`config.mk`:
```
export PLATFORM = sky130hd
export DESIGN_NAME = k2_mem_arbiter
export DESIGN_NICKNAME = d
export VERILOG_FILES = /design/src/rtl/k2_mem_arbiter.sv
export SDC_FILE = /design/constraint.sdc
export NUM_CORES = 1
export LEC_CHECK = 0
export ABC_AREA = 1
export CORE_ASPECT_RATIO = 1.1
export CORE_MARGIN = 2
export CORE_UTILIZATION = 35
export DETAILED_ROUTE_END_ITERATION = 8
export PLACE_DENSITY = 0.92
export RECOVER_POWER = 25
export SLEW_MARGIN = 15
export SYNTH_ARGS = -nofsm -noshare
export SYNTH_HDL_FRONTEND = slang
export SYNTH_SLANG_ARGS = --single-unit
```
`constraint.sdc`:
```
create_clock -name clk -period 1.3 [get_ports clk]
set_input_delay 0.26 -clock clk [delete_from_list [all_inputs] [get_ports clk]]
set_output_delay 0.26 -clock clk [all_outputs]
set_load 0.05 [all_outputs]
```
`src/rtl/k2_mem_arbiter.sv`:
```
// k2_mem_arbiter: shares the K2 single-port data RAM between the CPU core and
// the host/loader port. One grant per cycle, each lasting one cycle. Read data
// returns through a registered, one-cycle rvalid pulse per requester.
// Optional build macro: K2_ARB_ROUND_ROBIN_EN. When it is defined, a tie goes
// to the port not granted last. When it is undefined, the core always wins a tie.
module k2_mem_arbiter #(
  parameter int AW = 4,
  parameter int DW = 8
) (
  input  logic          clk,
  input  logic          reset_n,
  input  logic          core_req,
  input  logic          core_we,
  input  logic [AW-1:0] core_addr,
  input  logic [DW-1:0] core_wdata,
  output logic          core_gnt,
  output logic          core_rvalid,
  output logic [DW-1:0] core_rdata,
  input  logic          host_req,
  input  logic          host_we,
  input  logic [AW-1:0] host_addr,
  input  logic [DW-1:0] host_wdata,
  output logic          host_gnt,
  output logic          host_rvalid,
  output logic [DW-1:0] host_rdata,
  output logic          mem_we,
  output logic [AW-1:0] mem_addr,
  output logic [DW-1:0] mem_wdata,
  input  logic [DW-1:0] mem_rdata,
  output logic          busy
);

  typedef enum logic [1:0] {
    IDLE   = 2'd0,
    G_CORE = 2'd1,
    G_HOST = 2'd2
  } state_t;

  state_t        state_r;
  state_t        state_next_s;
  logic          core_rvalid_r;
  logic          host_rvalid_r;
  logic [DW-1:0] core_rdata_r;
  logic [DW-1:0] host_rdata_r;
  logic          core_elig_s;
  logic          host_elig_s;
  logic          prefer_core_s;

`ifdef K2_ARB_ROUND_ROBIN_EN
  logic          last_host_r;   // 1 = host was granted most recently
`endif

  // Pick the next owner from the eligible requests; prefer_core breaks ties.
  function automatic state_t next_state_f(input logic ce, input logic he,
                                          input logic prefer_core);
    state_t ns;
    ns = IDLE;
    if (ce && he) begin
      if (prefer_core) ns = G_CORE;
      else             ns = G_HOST;
    end else if (ce) begin
      ns = G_CORE;
    end else if (he) begin
      ns = G_HOST;
    end else begin
      ns = IDLE;
    end
    return ns;
  endfunction

  // Grants and busy decode straight from the state register.
  assign core_gnt    = (state_r == G_CORE);
  assign host_gnt    = (state_r == G_HOST);
  assign busy        = (state_r != IDLE);
  assign core_rvalid = core_rvalid_r;
  assign host_rvalid = host_rvalid_r;
  assign core_rdata  = core_rdata_r;
  assign host_rdata  = host_rdata_r;

  // A port served in this cycle sits out the next decision, so the other
  // port always gets a turn and neither can starve.
  assign core_elig_s = core_req & ~core_gnt;
  assign host_elig_s = host_req & ~host_gnt;

`ifdef K2_ARB_ROUND_ROBIN_EN
  assign prefer_core_s = last_host_r;
`else
  assign prefer_core_s = 1'b1;
`endif

  assign state_next_s = next_state_f(core_elig_s, host_elig_s, prefer_core_s);

  // Steer the RAM port to the current owner; drive zeros when idle.
  always_comb begin
    mem_we    = 1'b0;
    mem_addr  = {AW{1'b0}};
    mem_wdata = {DW{1'b0}};
    case (state_r)
      G_CORE: begin
        mem_we    = core_we;
        mem_addr  = core_addr;
        mem_wdata = core_wdata;
      end
      G_HOST: begin
        mem_we    = host_we;
        mem_addr  = host_addr;
        mem_wdata = host_wdata;
      end
      IDLE: begin
        mem_we    = 1'b0;
        mem_addr  = {AW{1'b0}};
        mem_wdata = {DW{1'b0}};
      end
      default: begin
        mem_we    = 1'b0;
        mem_addr  = {AW{1'b0}};
        mem_wdata = {DW{1'b0}};
      end
    endcase
  end

  // Arbiter FSM: advance the grant state, capture read data and pulse rvalid.
  always_ff @(posedge clk) begin
    if (!reset_n) begin
      state_r       <= IDLE;
      core_rvalid_r <= 1'b0;
      host_rvalid_r <= 1'b0;
      core_rdata_r  <= {DW{1'b0}};
      host_rdata_r  <= {DW{1'b0}};
`ifdef K2_ARB_ROUND_ROBIN_EN
      last_host_r   <= 1'b1;
`endif
    end else begin
      state_r       <= state_next_s;
      core_rvalid_r <= core_gnt & ~core_we;
      host_rvalid_r <= host_gnt & ~host_we;
      if (core_gnt && !core_we) begin
        core_rdata_r <= mem_rdata;
      end
      if (host_gnt && !host_we) begin
        host_rdata_r <= mem_rdata;
      end
`ifdef K2_ARB_ROUND_ROBIN_EN
      if (state_next_s == G_CORE) begin
        last_host_r <= 1'b0;
      end else if (state_next_s == G_HOST) begin
        last_host_r <= 1'b1;
      end
`endif
    end
  end

endmodule

```
==> results of run 1 <==
stage by stage:
stage | util | instances | TNS [ns] | worst slack [ns]
global placement | 0.851 | 268 | -1.66 | -0.149
detailed placement | 0.851 | 268 | -2.51 | -0.181
floorplan | - | 161 | -2.28 | -0.172
CTS | 0.900 | 278 | -5.93 | -0.403
kinds of logic after synthesis:
logic type,after synthesis,share of synthesized area
AO/OA/AOI/OAI,13,0.0623
buffers and inverters,25,0.109
flip-flops,20,0.383
AND/OR/NAND/NOR,98,0.386
adder cells (fa/ha/maj),5,0.0599
Yosys cell counts, drive strengths merged:
master	count	area share
a21oi	13	0.062
nand3	16	0.077
inv	18	0.065
nor3	4	0.019
nor2	35	0.14
nand2	43	0.15
dfxtp	20	0.38
ha	5	0.060
buf	7	0.044
what timing repair did:
action,CTS
pin swaps,6
setup endpoints to repair,26
gates resized for setup,12
buffers inserted,6
==> flow_summary.ini, run 1 <==
[status]
toolErrorMsg = [ERROR DPL-0033] detailed placement checks failed during check placement.
lastStage = global routing (5_1_grt)
status = stopped before the end

[logic_synthesis]
syn_inst = 161
synth.ff_latch_count = 20
synthesis.area_per_instance_um2 = 6.49
post_synth_num_cell_types = 14
synth_sequential_area_ratio = 0.383
syn_area_mm2 = 0.00104
synthesis.nets = 204
yosys_warnings = 0

[clock_network]
cts-root-to-sink-buffers = 2
cts_inserted_buffers = 3
cts_root_buffer = clkbuf_4
cts_hold_buf = 0
htree_levels = 1
clock_sink_count = 20

[place]
post-dp-hpwl_mm = 3.10
place_congestion = 0.757
count_of_port_buffers_added_during_placement = 71
postPlaceCellArea_mm2 = 0.00238

[global_route]
grt_start_max_net_pins = 17
antenna_violations_before_repair = 0

[floorplan]
initial_core_util = 0.373
die_w_um = 56.1
rows = 20
ioPinCount = 72
die_height_um = 61.3

[timing]
grt-worst-endpoint = mem_wdata[3]
worst_endpoint_kind = output port
==> run 2, diff against run 1 <==
- CORE_AREA: not set -> 2 2 63 65
- CORE_ASPECT_RATIO: 1.1 -> not set
- CORE_MARGIN: 2 -> not set
- CORE_UTILIZATION: 35 -> not set
- DIE_AREA: not set -> 0 0 65 67
- PLACE_DENSITY: 0.92 -> not set
- PLACE_DENSITY_LB_ADDON: not set -> 0.15
==> run 2 against run 1 <==
The flow now finishes, with violations (negative setup slack). Synthesized area unchanged. Synthesized cell count unchanged.
==> flow_summary.ini, run 2 <==
[global_route]
grt_start_max_net_pins = 17
gr-total-overflow = 0
antenna_violations_before_repair = 0
number_of_global_route_vias_before_repair = 1245
grt_first_pass_wirelength_mm = 5.47
grt.total_usage = 0.164

[finish]
layoutNonFillerInstCount = 294
drive_gt1_frac = 0.427
register_area_um2 = 405
multi_input_area_um2 = 800
leading_cell_type_in_the_layout_fill_and_taps_excluded = clkdlybuf4s50_1
area_growth_pct = 151
final_net_count = 291
antenna_cells = 0
layout_common_cells = clkdlybuf4s50_1, buf_12, nor2_1
nFillCells = 271

[logic_synthesis]
synthesis.area_per_instance_um2 = 6.49
syn_area_mm2 = 0.00104
ys_dominant_reg_cell = dfxtp_1
synth_area_leader_cell = dfxtp_1
synth_enable_flop_cells = 0
post-synth-top-count-cell = nand2_1
syn_inst = 161
post_synth_num_cell_types = 14
post-synth-top-area-fraction = 0.383
synth_top_area_cells = dfxtp_1, nand2_1, nor2_1
synthesis.nets = 204
synth.ff_latch_count = 20
yosys_warnings = 0
yosys-top-cells-count = nand2_1, nor2_1, dfxtp_1, nand3_1, inv_1
synth_sequential_area_ratio = 0.383
ys_async_sr_fraction = 0

[critical_path]
cp-start-kind = flop
timing_worst_setup_path_type = reg -> out
cp.required_ns = 1.04
critPathCaptureType = output pin
critical_path_peak_fanout = 4
crit_arrival_ns = 1.40

[clock_network]
cts_hold_buf = 0
cts_inserted_buffers = 3
htree_levels = 1
tritoncts = done
clk_pin_slew_ns = 0.07
cts_root_buffer = clkbuf_8
cts-root-to-sink-buffers = 2
clock_sink_count = 20
worstSkewPairLatency_ns = 0.25

[power]
p_leak_nw = 1.04
sw_frac_of_total = 0.329
switching_power_w = 0.000600
clkPwrFrac = 0.215
power_density_mw_per_mm2 = 697
ir_drop_uv = 441
power_frac_comb = 0.419
power.share.sequential = 0.366
cell_internal_pwr_w = 0.00123
totalPowerFinal_w = 0.00183

[timing]
slew_violations = 0
clock_skew_ns = 0.00232
slew_headroom = 0.866
fin_ws_ns = -0.359
worst_hold_slack_ns = 0.518
maximum_operating_frequency_mhz = 603
finalCriticalPeriod_ns = 1.66
final-setup-viol-count = 15
worst-slew-pin-transition_ns = 0.200
unrepaired_setup_endpoints_after_global_routing = yes
finalHoldViolCount = 0
post-route-period-util = 1.28

[routing]
met1_wl_mm = 1.39
drt-initial-drc-count = 82
routed-via-count = 1308
met3WireLength_um = 301
top_layer_used = met4
post_detailed_route_drc_marker_count = 0
ant_nets = 0
count_of_tritonroute_iterations_in_the_first_routing_pass = 3
avgViaCountPerCell = 4.45
met2WireLength_mm = 1.87
detail_route.wl_per_cell_um = 12.3
wirelength_mm = 3.61

[floorplan]
fp.coreArea_mm2 = 0.00361
floorplan.die_area_mm2 = 0.00436
rows = 22
die_height_um = 67
ioPinCount = 72
die_w_um = 65
initial_core_util = 0.290

[place]
post-dp-hpwl_mm = 2.72
placed_cells = 285
count_of_port_buffers_added_during_placement = 71
place_congestion = 0.751

[run]
maximum_capacitance_violations = 0

[status]
status = finished, violations left
violations = negative setup slack

[hold_path]
hp-class = reg -> reg
-- run 2: per-stage QoR --
step                setup WS, ns  setup TNS, ns  cell area [um2]   util
floorplan                 -0.172          -2.28             1280      -
global placement          -0.163          -1.85             2420  0.671
detailed placement        -0.188          -2.17             2420  0.671
CTS                       -0.328          -4.57             2520  0.698
global route              -0.417          -6.04             2620  0.726
finish                    -0.359          -4.63             2620  0.726
-- run 2: logic make-up (layout without fill, tap and decap cells) --
family	count (synthesis)	count (layout)	synth area share
DFF	20	20	0.383
and+or+nand+nor	98	98	0.386
AOI/OAI and AO/OA	13	13	0.0623
buffers and inverters	25	110	0.109
adders and majority gates	5	5	0.0599
-- run 2: final timing paths --
kind	startpoint	slack, ns	cells after the start	endpoint
worst min-delay path	core_rdata[5]	0.52	2	core_rdata[5]
worst max-delay path	state_r[1]	-0.36	6	mem_wdata[4]
worst min register to register	core_rdata[5]	0.52	2	core_rdata[5]
worst max register to register	state_r[1]	0	8	host_rdata[2]
-- run 2: power groups by stage --
stage | logic (W) | clock network [W] | registers, W
after global placement | 0.000706 | 0 | 0.000681
after detailed placement | 0.000712 | 0 | 0.000681
after floorplan | 0.000293 | 0 | 0.000750
final | 0.000765 | 0.000392 | 0.000669
after global routing | 0.000810 | 0.000434 | 0.000673
after CTS | 0.000739 | 0.000400 | 0.000667
-- run 2: worst max-delay path: stages, from the launching register on --
cell and delay [ns]:
dfxtp_2 0.34, inv_4 0.09, ha_4 0.15, buf_4 0.14, nand2_1 0.10, a21oi_4 0.18, buf_12 0.15
-- run 2: cell type report --
cell class / count / share of cell area
clock buffer: 3 / 0.0158
multi-input combinational: 116 / 0.305
timing repair buffer: 89 / 0.470
inverter: 18 / 0.0315
sequential: 20 / 0.155
tap: 48 / 0.0229
-- run 2: routing by layer --
layer,up-vias,GRT usage
li1,667,-
met1,586,0.181
met2,49,0.294
met3,6,0.0591
met4,0,0.0479
met5,-,0
-- run 2: what timing repair did --
item,in CTS,in global routing
gates resized for setup,7,24
setup buffers,2,5
endpoints found under the setup margin,24,24
pin swaps,4,11
Note: power is estimated with default switching activity, not from simulation.
==> run 3, diff against run 2 <==
- ABC_AREA: 1 -> not set
- CELL_PAD_IN_SITES_DETAIL_PLACEMENT: not set -> 1
- CELL_PAD_IN_SITES_GLOBAL_PLACEMENT: not set -> 1
- CORE_AREA: 2 2 63 65 -> not set
- CORE_MARGIN: not set -> 2
- CORE_UTILIZATION: not set -> 25
- DIE_AREA: 0 0 65 67 -> not set
==> run 3 against run 2 <==
The run still ends with negative setup slack left. Global-route usage increased by 0.77 points. Die area increased by 11%. Sequential power decreased by 3%. Power increased by 1.0%. Clock power increased by 21%. Synthesized cell count decreased by 30%. Sequential cell count unchanged. Critical path depth unchanged. Via count decreased by 12%. Clock skew increased by 0.00074 ns. Sequential share of layout area increased by 0.19 points. Critical endpoint is now mem_wdata[7]. Largest cell class unchanged. Highest routed layer unchanged.
==> flow_summary.ini, run 3 <==
[clock_network]
cts-root-to-sink-buffers = 2
clock_sink_count = 20
cts_hold_buf = 0
htree_levels = 1
cts_root_buffer = clkbuf_8
cts_inserted_buffers = 3
clk_pin_slew_ns = 0.07
tritoncts = done
worstSkewPairLatency_ns = 0.26

[finish]
utilization = 0.642
antenna_cells = 0
final_net_count = 243
area_growth_pct = 142
layout_common_cells = buf_12, clkdlybuf4s50_1, nand2_1
fin_area_mm2 = 0.00260
drive_gt1_frac = 0.482
leading_cell_type_in_the_layout_fill_and_taps_excluded = buf_12
layoutNonFillerInstCount = 249

[global_route]
antenna_violations_before_repair = 0
number_of_global_route_vias_before_repair = 1258
grt_first_pass_wirelength_mm = 6.49
grt_start_max_net_pins = 29
gr-total-overflow = 0
grt.total_usage = 0.172

[logic_synthesis]
synth.ff_latch_count = 20
synth_enable_flop_cells = 0
post-synth-top-area-fraction = 0.372
synthesis.area_per_instance_um2 = 9.61
synthesis.nets = 155
synth_area_leader_cell = dfxtp_1
synth_top_area_cells = dfxtp_1, mux2i_1, nand2_1
post_synth_num_cell_types = 18
syn_inst = 112
yosys-top-cells-count = nand2_1, dfxtp_1, mux2i_1, nor2b_1, a22oi_1
synth_sequential_area_ratio = 0.372
syn_area_mm2 = 0.00108
ys_dominant_reg_cell = dfxtp_1
post-synth-top-count-cell = nand2_1
ys_async_sr_fraction = 0
yosys_warnings = 0

[timing]
unrepaired_setup_endpoints_after_global_routing = yes
clock_skew_ns = 0.00307
finalCriticalPeriod_ns = 1.75
slew_violations = 0
finalHoldViolCount = 0
worst-slew-pin-transition_ns = 0.256
post-route-period-util = 1.34
maximum_operating_frequency_mhz = 572
final-setup-viol-count = 19
fin_ws_ns = -0.447
setup_total_negative_slack_ns = -5.48
slew_headroom = 0.829

[routing]
ant_nets = 0
routed-via-count = 1152
post_detailed_route_drc_marker_count = 0
count_of_tritonroute_iterations_in_the_first_routing_pass = 4
detail_route.wl_per_cell_um = 18.2
drt-initial-drc-count = 39
avgViaCountPerCell = 4.63
wirelength_mm = 4.53

[power]
totalPowerFinal_w = 0.00185
p_leak_nw = 1.02
ir_drop_uv = 596
power_density_mw_per_mm2 = 709

[status]
violations = negative setup slack
status = finished, violations left

[floorplan]
rows = 23
ioPinCount = 72
floorplan.die_area_mm2 = 0.00484
fp.coreArea_mm2 = 0.00406
die_w_um = 69.6
initial_core_util = 0.265
die_height_um = 69.6

[critical_path]
critical_path_peak_fanout = 6
cp-start-kind = flop
cp.required_ns = 1.04
critPathCaptureType = output pin
timing_worst_setup_path_type = reg -> out
crit_arrival_ns = 1.49

[place]
post-dp-hpwl_mm = 2.94
count_of_port_buffers_added_during_placement = 71
placed_cells = 232
place_congestion = 0.712
postPlaceCellArea_mm2 = 0.00235

[hold_path]
hp-class = reg -> reg

[run]
maximum_capacitance_violations = 0
-- run 3: changes by cell type in the layout (fill, tap and decap cells not counted), sizes merged, moves of 2 or more --
cell	change
a21oi	-13
a22oi	+13
nand2	-17
nand3	-16
nor3	-3
inv	-14
mux2i	+16
nand2b	+2
nor2	-33
nor2b	+14
-- run 3: what timing repair did --
action | CTS | global route
cloned | 0 | 1
buffers inserted | 8 | 6
gates resized for setup | 15 | 6
setup endpoints to repair | 16 | 32
pin swaps | 14 | 3
-- run 3: cell families after synthesis --
group                    Yosys count  synth area share
multiplexers                      16             0.149
AND/OR/NAND/NOR                   46             0.221
AO/OA/AOI/OAI                     13             0.109
adder cells (fa/ha/maj)            5            0.0581
flip-flops                        20             0.372
buffers and inverters             12            0.0907
-- run 3: metrics by stage --
stage          worst slack (ns)  hold slack, ns
2_1_floorplan            -0.170           0.366
3_3_place_gp             -0.166           0.481
3_5_place_dp             -0.214           0.493
4_1_cts                  -0.397           0.505
5_1_grt                  -0.488           0.525
6_report                 -0.447           0.504
-- run 3: cell type report --
class,count,area [um2]
Inverter,4,25.0
Sequential cell,20,408
Multi-Input combinational cell,81,779
Clock buffer,4,55.1
Fill cell,402,1450
Timing Repair Buffer,90,1270
Tap cell,50,62.6
-- run 3: power breakdown --
group          switching, W  internal (W)
Sequential        0.0000232      0.000629
Combinational      0.000318      0.000401
Clock              0.000205      0.000270
Total              0.000546       0.00130
-- run 3: per-layer routing --
| layer | track usage | routed length [um] | vias up | share of wire |
|---|---|---|---|---|
| li1 | - | - | 550 | - |
| met2 | 0.322 | 2560 | 44 | 0.57 |
| met3 | 0.0451 | 233 | 6 | 0.051 |
| met5 | 0 | 0 | - | 0 |
| met1 | 0.196 | 1660 | 552 | 0.37 |
| met4 | 0.0305 | 70 | 0 | 0.015 |
-- run 3: final timing paths --
kind                                     from            end  slack, ns  cells after the start
worst min register to register  host_rdata[4]  host_rdata[4]       0.50                      2
worst min-delay path            host_rdata[4]  host_rdata[4]       0.50                      2
worst max-delay path               state_r[0]   mem_wdata[7]      -0.45                      6
worst max register to register     state_r[1]  core_rdata[2]      -0.01                      6
-- run 3: critical path: stages (launching register included) --
cell and delay (ns):
dfxtp_4 0.39, inv_6 0.05, ha_4 0.17, buf_12 0.14, a22oi_2 0.25, nor2b_4 0.08, buf_12 0.15
==> run 4, diff against run 3 <==
- ABC_CLOCK_PERIOD_IN_PS: not set -> 1300
- GPL_TIMING_DRIVEN: not set -> 0
- REMOVE_ABC_BUFFERS: not set -> 1
==> run 4 against run 3 <==
The flow still finishes with violations (negative setup slack). Maximum frequency grew 4.4%. Sequential share of layout area grew 3.6 points. Die area is the same. Global-route usage shrank 2.6 points. Sequential power shrank 1%. Register-to-register slack is essentially flat. Wire length shrank 20%. Power shrank 11%. Largest power group is now sequential cells.
==> flow_summary.ini, run 4 (synthesis gave the netlist of run 3 again) <==
[critical_path]
cp.required_ns = 1.04
critical_path.cell_chain = inv_4 -> ha_1 -> a22oi_1 -> nor2b_2 -> buf_6
critical_path_peak_fanout = 3
cp-start-kind = flop
r2r-start = state_r[1]
slowest_delay_ns = 0.39
timing_worst_setup_path_type = reg -> out
critPathCaptureType = output pin
path_buf_inv = 2
crit_slowest_cell = dfxtp_4
reg2reg_to = core_rdata[1]
critPathTopFamily = flip-flops
r2r_cells = 6
crit_arrival_ns = 1.41
regToRegSetupSlack_ns = -0.01

[floorplan]
die_height_um = 69.6
rows = 23
die_w_um = 69.6
fp.coreArea_mm2 = 0.00406
ioPinCount = 72
floorplan.die_area_mm2 = 0.00484
initial_core_util = 0.265

[power]
p_leak_nw = 0.835
totalPowerFinal_w = 0.00165
power_density_mw_per_mm2 = 778
ir_drop_uv = 524

[finish]
antenna_cells = 0
area_growth_pct = 96.7
final_net_count = 238
register_area_um2 = 408
nFillCells = 450
multi_input_area_um2 = 674
layoutNonFillerInstCount = 244
fin_area_mm2 = 0.00212
layout_common_cells = clkdlybuf4s50_1, nand2_1, dfxtp_1, clkdlybuf4s15_2, mux2i_1
leading_cell_type_in_the_layout_fill_and_taps_excluded = clkdlybuf4s50_1
drive_gt1_frac = 0.423

[clock_network]
clk_pin_slew_ns = 0.07
htree_levels = 1
cts-root-to-sink-buffers = 2
clock_sink_count = 20
cts_inserted_buffers = 3
cts_root_buffer = clkbuf_8
worstSkewPairLatency_ns = 0.25
tritoncts = done

[timing]
fin_ws_ns = -0.374
clock_skew_ns = 0.00105
post-route-period-util = 1.29
maximum_operating_frequency_mhz = 597
unrepaired_setup_endpoints_after_global_routing = yes
slew_violations = 0
final-setup-viol-count = 16
finalCriticalPeriod_ns = 1.67
finalHoldViolCount = 0
worst-slew-pin-transition_ns = 0.524
slew_headroom = 0.651

[place]
placed_cells = 225
post-dp-hpwl_mm = 2.45
count_of_port_buffers_added_during_placement = 71
postPlaceCellArea_mm2 = 0.00177
place_congestion = 0.783

[hold_path]
worst_hold_path.endpoint = core_rdata[6]
hp-class = reg -> reg
timing.hold.worst_path_depth = 2
worstHoldStart = core_rdata[6]

[routing]
count_of_tritonroute_iterations_in_the_first_routing_pass = 4
drt-initial-drc-count = 14
wirelength_mm = 3.63
avgViaCountPerCell = 4.46
detail_route.wl_per_cell_um = 14.9
met1_wl_mm = 1.52
routed-via-count = 1089
met2WireLength_mm = 1.82
top_layer_used = met4
met3WireLength_um = 275
ant_nets = 0
post_detailed_route_drc_marker_count = 0

[global_route]
grt.total_usage = 0.146
antenna_violations_before_repair = 0
grt_start_max_net_pins = 29
number_of_global_route_vias_before_repair = 1165
grt_first_pass_wirelength_mm = 5.66
gr-total-overflow = 0

[run]
maximum_capacitance_violations = 0

[status]
status = finished, violations left
violations = negative setup slack
-- run 4: repair_timing --
| item | CTS | global route |
|---|---|---|
| setup buffers | 10 | 4 |
| pin swaps | 5 | 7 |
| gates resized for setup | 196 | 9 |
| hold buffers | 0 | 0 |
| setup endpoints to repair | 54 | 33 |
| gates cloned | 1 | 0 |
-- run 4: worst min-delay path: cells and delay by family, from the launching register on --
family           cells  cell delay, ns
DFF                  1            0.31
and+or+nand+nor      1            0.05
muxes                1            0.05
-- run 4: per-layer routing --
layer  global-route usage  vias to the layer above
met5                    0                        -
li1                     -                      536
met3               0.0407                        2
met4               0.0392                        0
met2                0.264                       54
met1                0.166                      497
-- run 4: where the power goes --
group          internal, W  switching [W]  total [W]  leakage, nW
combinational     0.000270       0.000267   0.000536        0.643
clock             0.000269       0.000199   0.000468       0.0288
sequential        0.000629      0.0000138   0.000643        0.164
-- run 4: final cells by class --
| class | instances | area share |
|---|---|---|
| Multi-Input combinational cell | 81 | 0.319 |
| Tap cell | 50 | 0.0296 |
| Timing Repair Buffer | 85 | 0.424 |
| Clock buffer | 4 | 0.0260 |
| Sequential cell | 20 | 0.193 |
| Inverter | 4 | 0.00946 |
-- run 4: how the worst max path moves through the flow --
stage / start / to / slack [ns] / depth (start not counted)
2_1_floorplan: state_r[0] / mem_addr[0] / -1.01 / 4
3_3_place_gp: state_r[0] / mem_addr[0] / -1.07 / 5
3_5_place_dp: state_r[0] / mem_addr[0] / -1.13 / 5
4_1_cts: state_r[1] / mem_addr[1] / -0.38 / 6
5_1_grt: state_r[0] / mem_wdata[5] / -0.45 / 5
6_report: state_r[0] / mem_wdata[5] / -0.37 / 5
-- run 4: per-stage QoR --
stage	hold slack (ns)	setup TNS [ns]	worst slack, ns	utilization
finish	0.462	-5.08	-0.374	0.522
CTS	0.467	-4.92	-0.378	0.509
global placement	0.443	-24.10	-1.07	0.435
global route	0.491	-6.76	-0.451	0.522
detailed placement	0.454	-26.33	-1.13	0.435
floorplan	0.372	-12.87	-1.01	-
==> RTL change: new RTL, settings of run 3 <==
Set the parameter `AW` to 5 (it was 4).
--- a/src/rtl/k2_mem_arbiter.sv
+++ b/src/rtl/k2_mem_arbiter.sv
@@ -4,7 +4,7 @@
 // Optional build macro: K2_ARB_ROUND_ROBIN_EN. When it is defined, a tie goes
 // to the port not granted last. When it is undefined, the core always wins a tie.
 module k2_mem_arbiter #(
-  parameter int AW = 4,
+  parameter int AW = 5,
   parameter int DW = 8
 ) (
   input  logic          clk,
Interface: changed (resized core_addr, host_addr and mem_addr); port bits go from 72 to 75. No check against the original RTL was run, so the function may have changed too.
==> RTL change against run 3 <==
The run still ends with setup timing left. Non-clock buffer count is 5 higher. Sequential cell count did not move. Worst setup slack worse by 12 ps. Critical path depth unchanged. Final area up 0.34%. Hold slack got worse by 39 ps. Total power up 8.5%. Routed wire length is 0.33% lower. Count of clock-buffer cells in the layout shrank 1. Utilization is 0.68 points higher. Synthesized cell count up 1.8%. Area after synthesis is 2.1% lower. Critical endpoint is now mem_wdata[4].
==> RTL change: results (changes against run 3) <==
status:
  violations: "setup timing"
  outcome: "finished with violations"
place:
  hpwl_um: 2980  # +1.3%
  dpl-instance-area_mm2: 0.00243  # +3.3%
  port_buffers: 74  # +4.2%
timing:
  setup_ws_ps: -459  # -11.9 ps
  setup_viol: 25  # +6
  fin_skew_ps: 6.96  # +3.89 ps
  whs_ps: 465  # -39.0 ps
  slew_headroom_pct: 80.7  # -2.2 points
worst_setup_path:
  r2r_cells: 5  # -1
  path_max_fanout: 8  # +2
  worst_r2r_endpoint: "host_rdata[1]"
  rrSetupSlack_ps: -40  # -30 ps
global_routing:
  grt_start_max_net_pins: 23  # -21%
  grt_pass1_wl_um: 6010  # -7.4%
  grt_usage_pct: 17.6  # +0.40 points
  grt_pass1_vias: 1184  # -5.9%
worst_hold_path:
  holdPathEnd: "host_rdata[0]"
  hp-start: "host_rdata[0]"
layout:
  layout-drive-gt1-share_pct: 48.8  # +0.54 points
routing:
  wire_per_inst_um: 17.7  # -2.7%
  vias_per_cell: 4.60  # -0.57%
  drt_iter0_drc: 14  # -64%
power_and_ir_drop:
  power.switching_mw: 0.567  # +3.8%
  vdd_ir_drop_max_v: 0.000603  # +1.2%
  leakagePower_nw: 1.04  # +1.5%
synthesis:
  synthTopCellsByCount: "nand2_1, dfxtp_1, mux2i_1"
  synth_seq_area_share_pct: 38.0  # +0.80 points
  yosysUniqueCellTypes: 15  # -3
  yosys_most_used_dff: "dfxtp_1"
  synthesis.area_mm2: 0.00105  # -2.1%
die:
  coreArea_mm2: 0.00403  # -0.71%
RTL change: cell count changes in the layout (fill, tap and decap cells not counted), moves of 2 or more:
cell,delta
buf_12,-5
clkdlybuf4s50_1,+2
buf_4,+3
clkbuf_2,+6
buf_6,-2
RTL change: cell type report:
class / count / area share, %
well taps: 50 / 2.39
flip-flops and latches: 20 / 15.6
clock buffers: 3 / 1.58
multi-input cells: 82 / 30.4
clock inverters: 1 / 1.15
inverters: 4 / 0.958
repair buffers: 95 / 47.9
RTL change: repair_timing:
item,in CTS,in global routing
setup buffers,8,5
endpoints found under the setup margin,26,34
gates resized for setup,12,9
cloned,1,0
hold endpoints to repair,0,0
pin swaps,11,5
RTL change: power groups by stage:
stage	sequential (mW)	clock, mW	combinational [mW]
floorplan	0.708	0	0.287
global placement	0.665	0	0.641
detailed placement	0.666	0	0.653
CTS	0.651	0.657	0.700
global route	0.653	0.689	0.742
finish	0.650	0.642	0.709
RTL change: metrics by stage:
stage / TNS (ps) / power (mW) / worst slack (ps) / cells / utilization (%)
4_1_cts: -7130 / 2.01 / -414 / 252 / 65.5
3_5_place_dp: -3270 / 1.32 / -178 / 239 / 60.3
6_report: -6670 / 2.00 / -459 / 255 / 64.8
3_3_place_gp: -2100 / 1.31 / -148 / 239 / 60.3
5_1_grt: -8080 / 2.08 / -520 / 255 / 64.8
2_1_floorplan: -3170 / 0.995 / -171 / 114 / -
RTL change: metal layers:
layer	vias up	track usage (%)	part of all wire [%]
li1	563	-	-
met1	551	17.9	37
met2	52	32.9	52
met3	7	5.52	9.0
met4	0	7.11	2.0
met5	-	0	0
RTL change: kinds of logic after synthesis:
group	Yosys count	share of synthesized area [%]
DFF	20	38.0
and+or+nand+nor	47	22.3
buffers and inverters	12	8.55
adders and majority gates	5	5.94
AOI/OAI and AO/OA	14	9.98
muxes	16	15.2
RTL change: worst max-delay path: stages, from the launching register on:
cell     delay (ps)
dfxtp_4         390
inv_6            50
ha_4            200
buf_8           150
a22oi_2         200
nor2b_4          70
buf_12          150
RTL change: worst max path at each step:
| stage | from | end | slack (ps) | cells past startpoint |
|---|---|---|---|---|
| finish | state_r[1] | mem_wdata[4] | -460 | 6 |
| global route | state_r[1] | mem_wdata[4] | -520 | 6 |
| CTS | state_r[1] | mem_wdata[2] | -410 | 6 |
| detailed placement | host_we | mem_we | -180 | 4 |
| global placement | host_we | mem_we | -150 | 4 |
| floorplan | state_r[0] | mem_addr[2] | -170 | 5 |
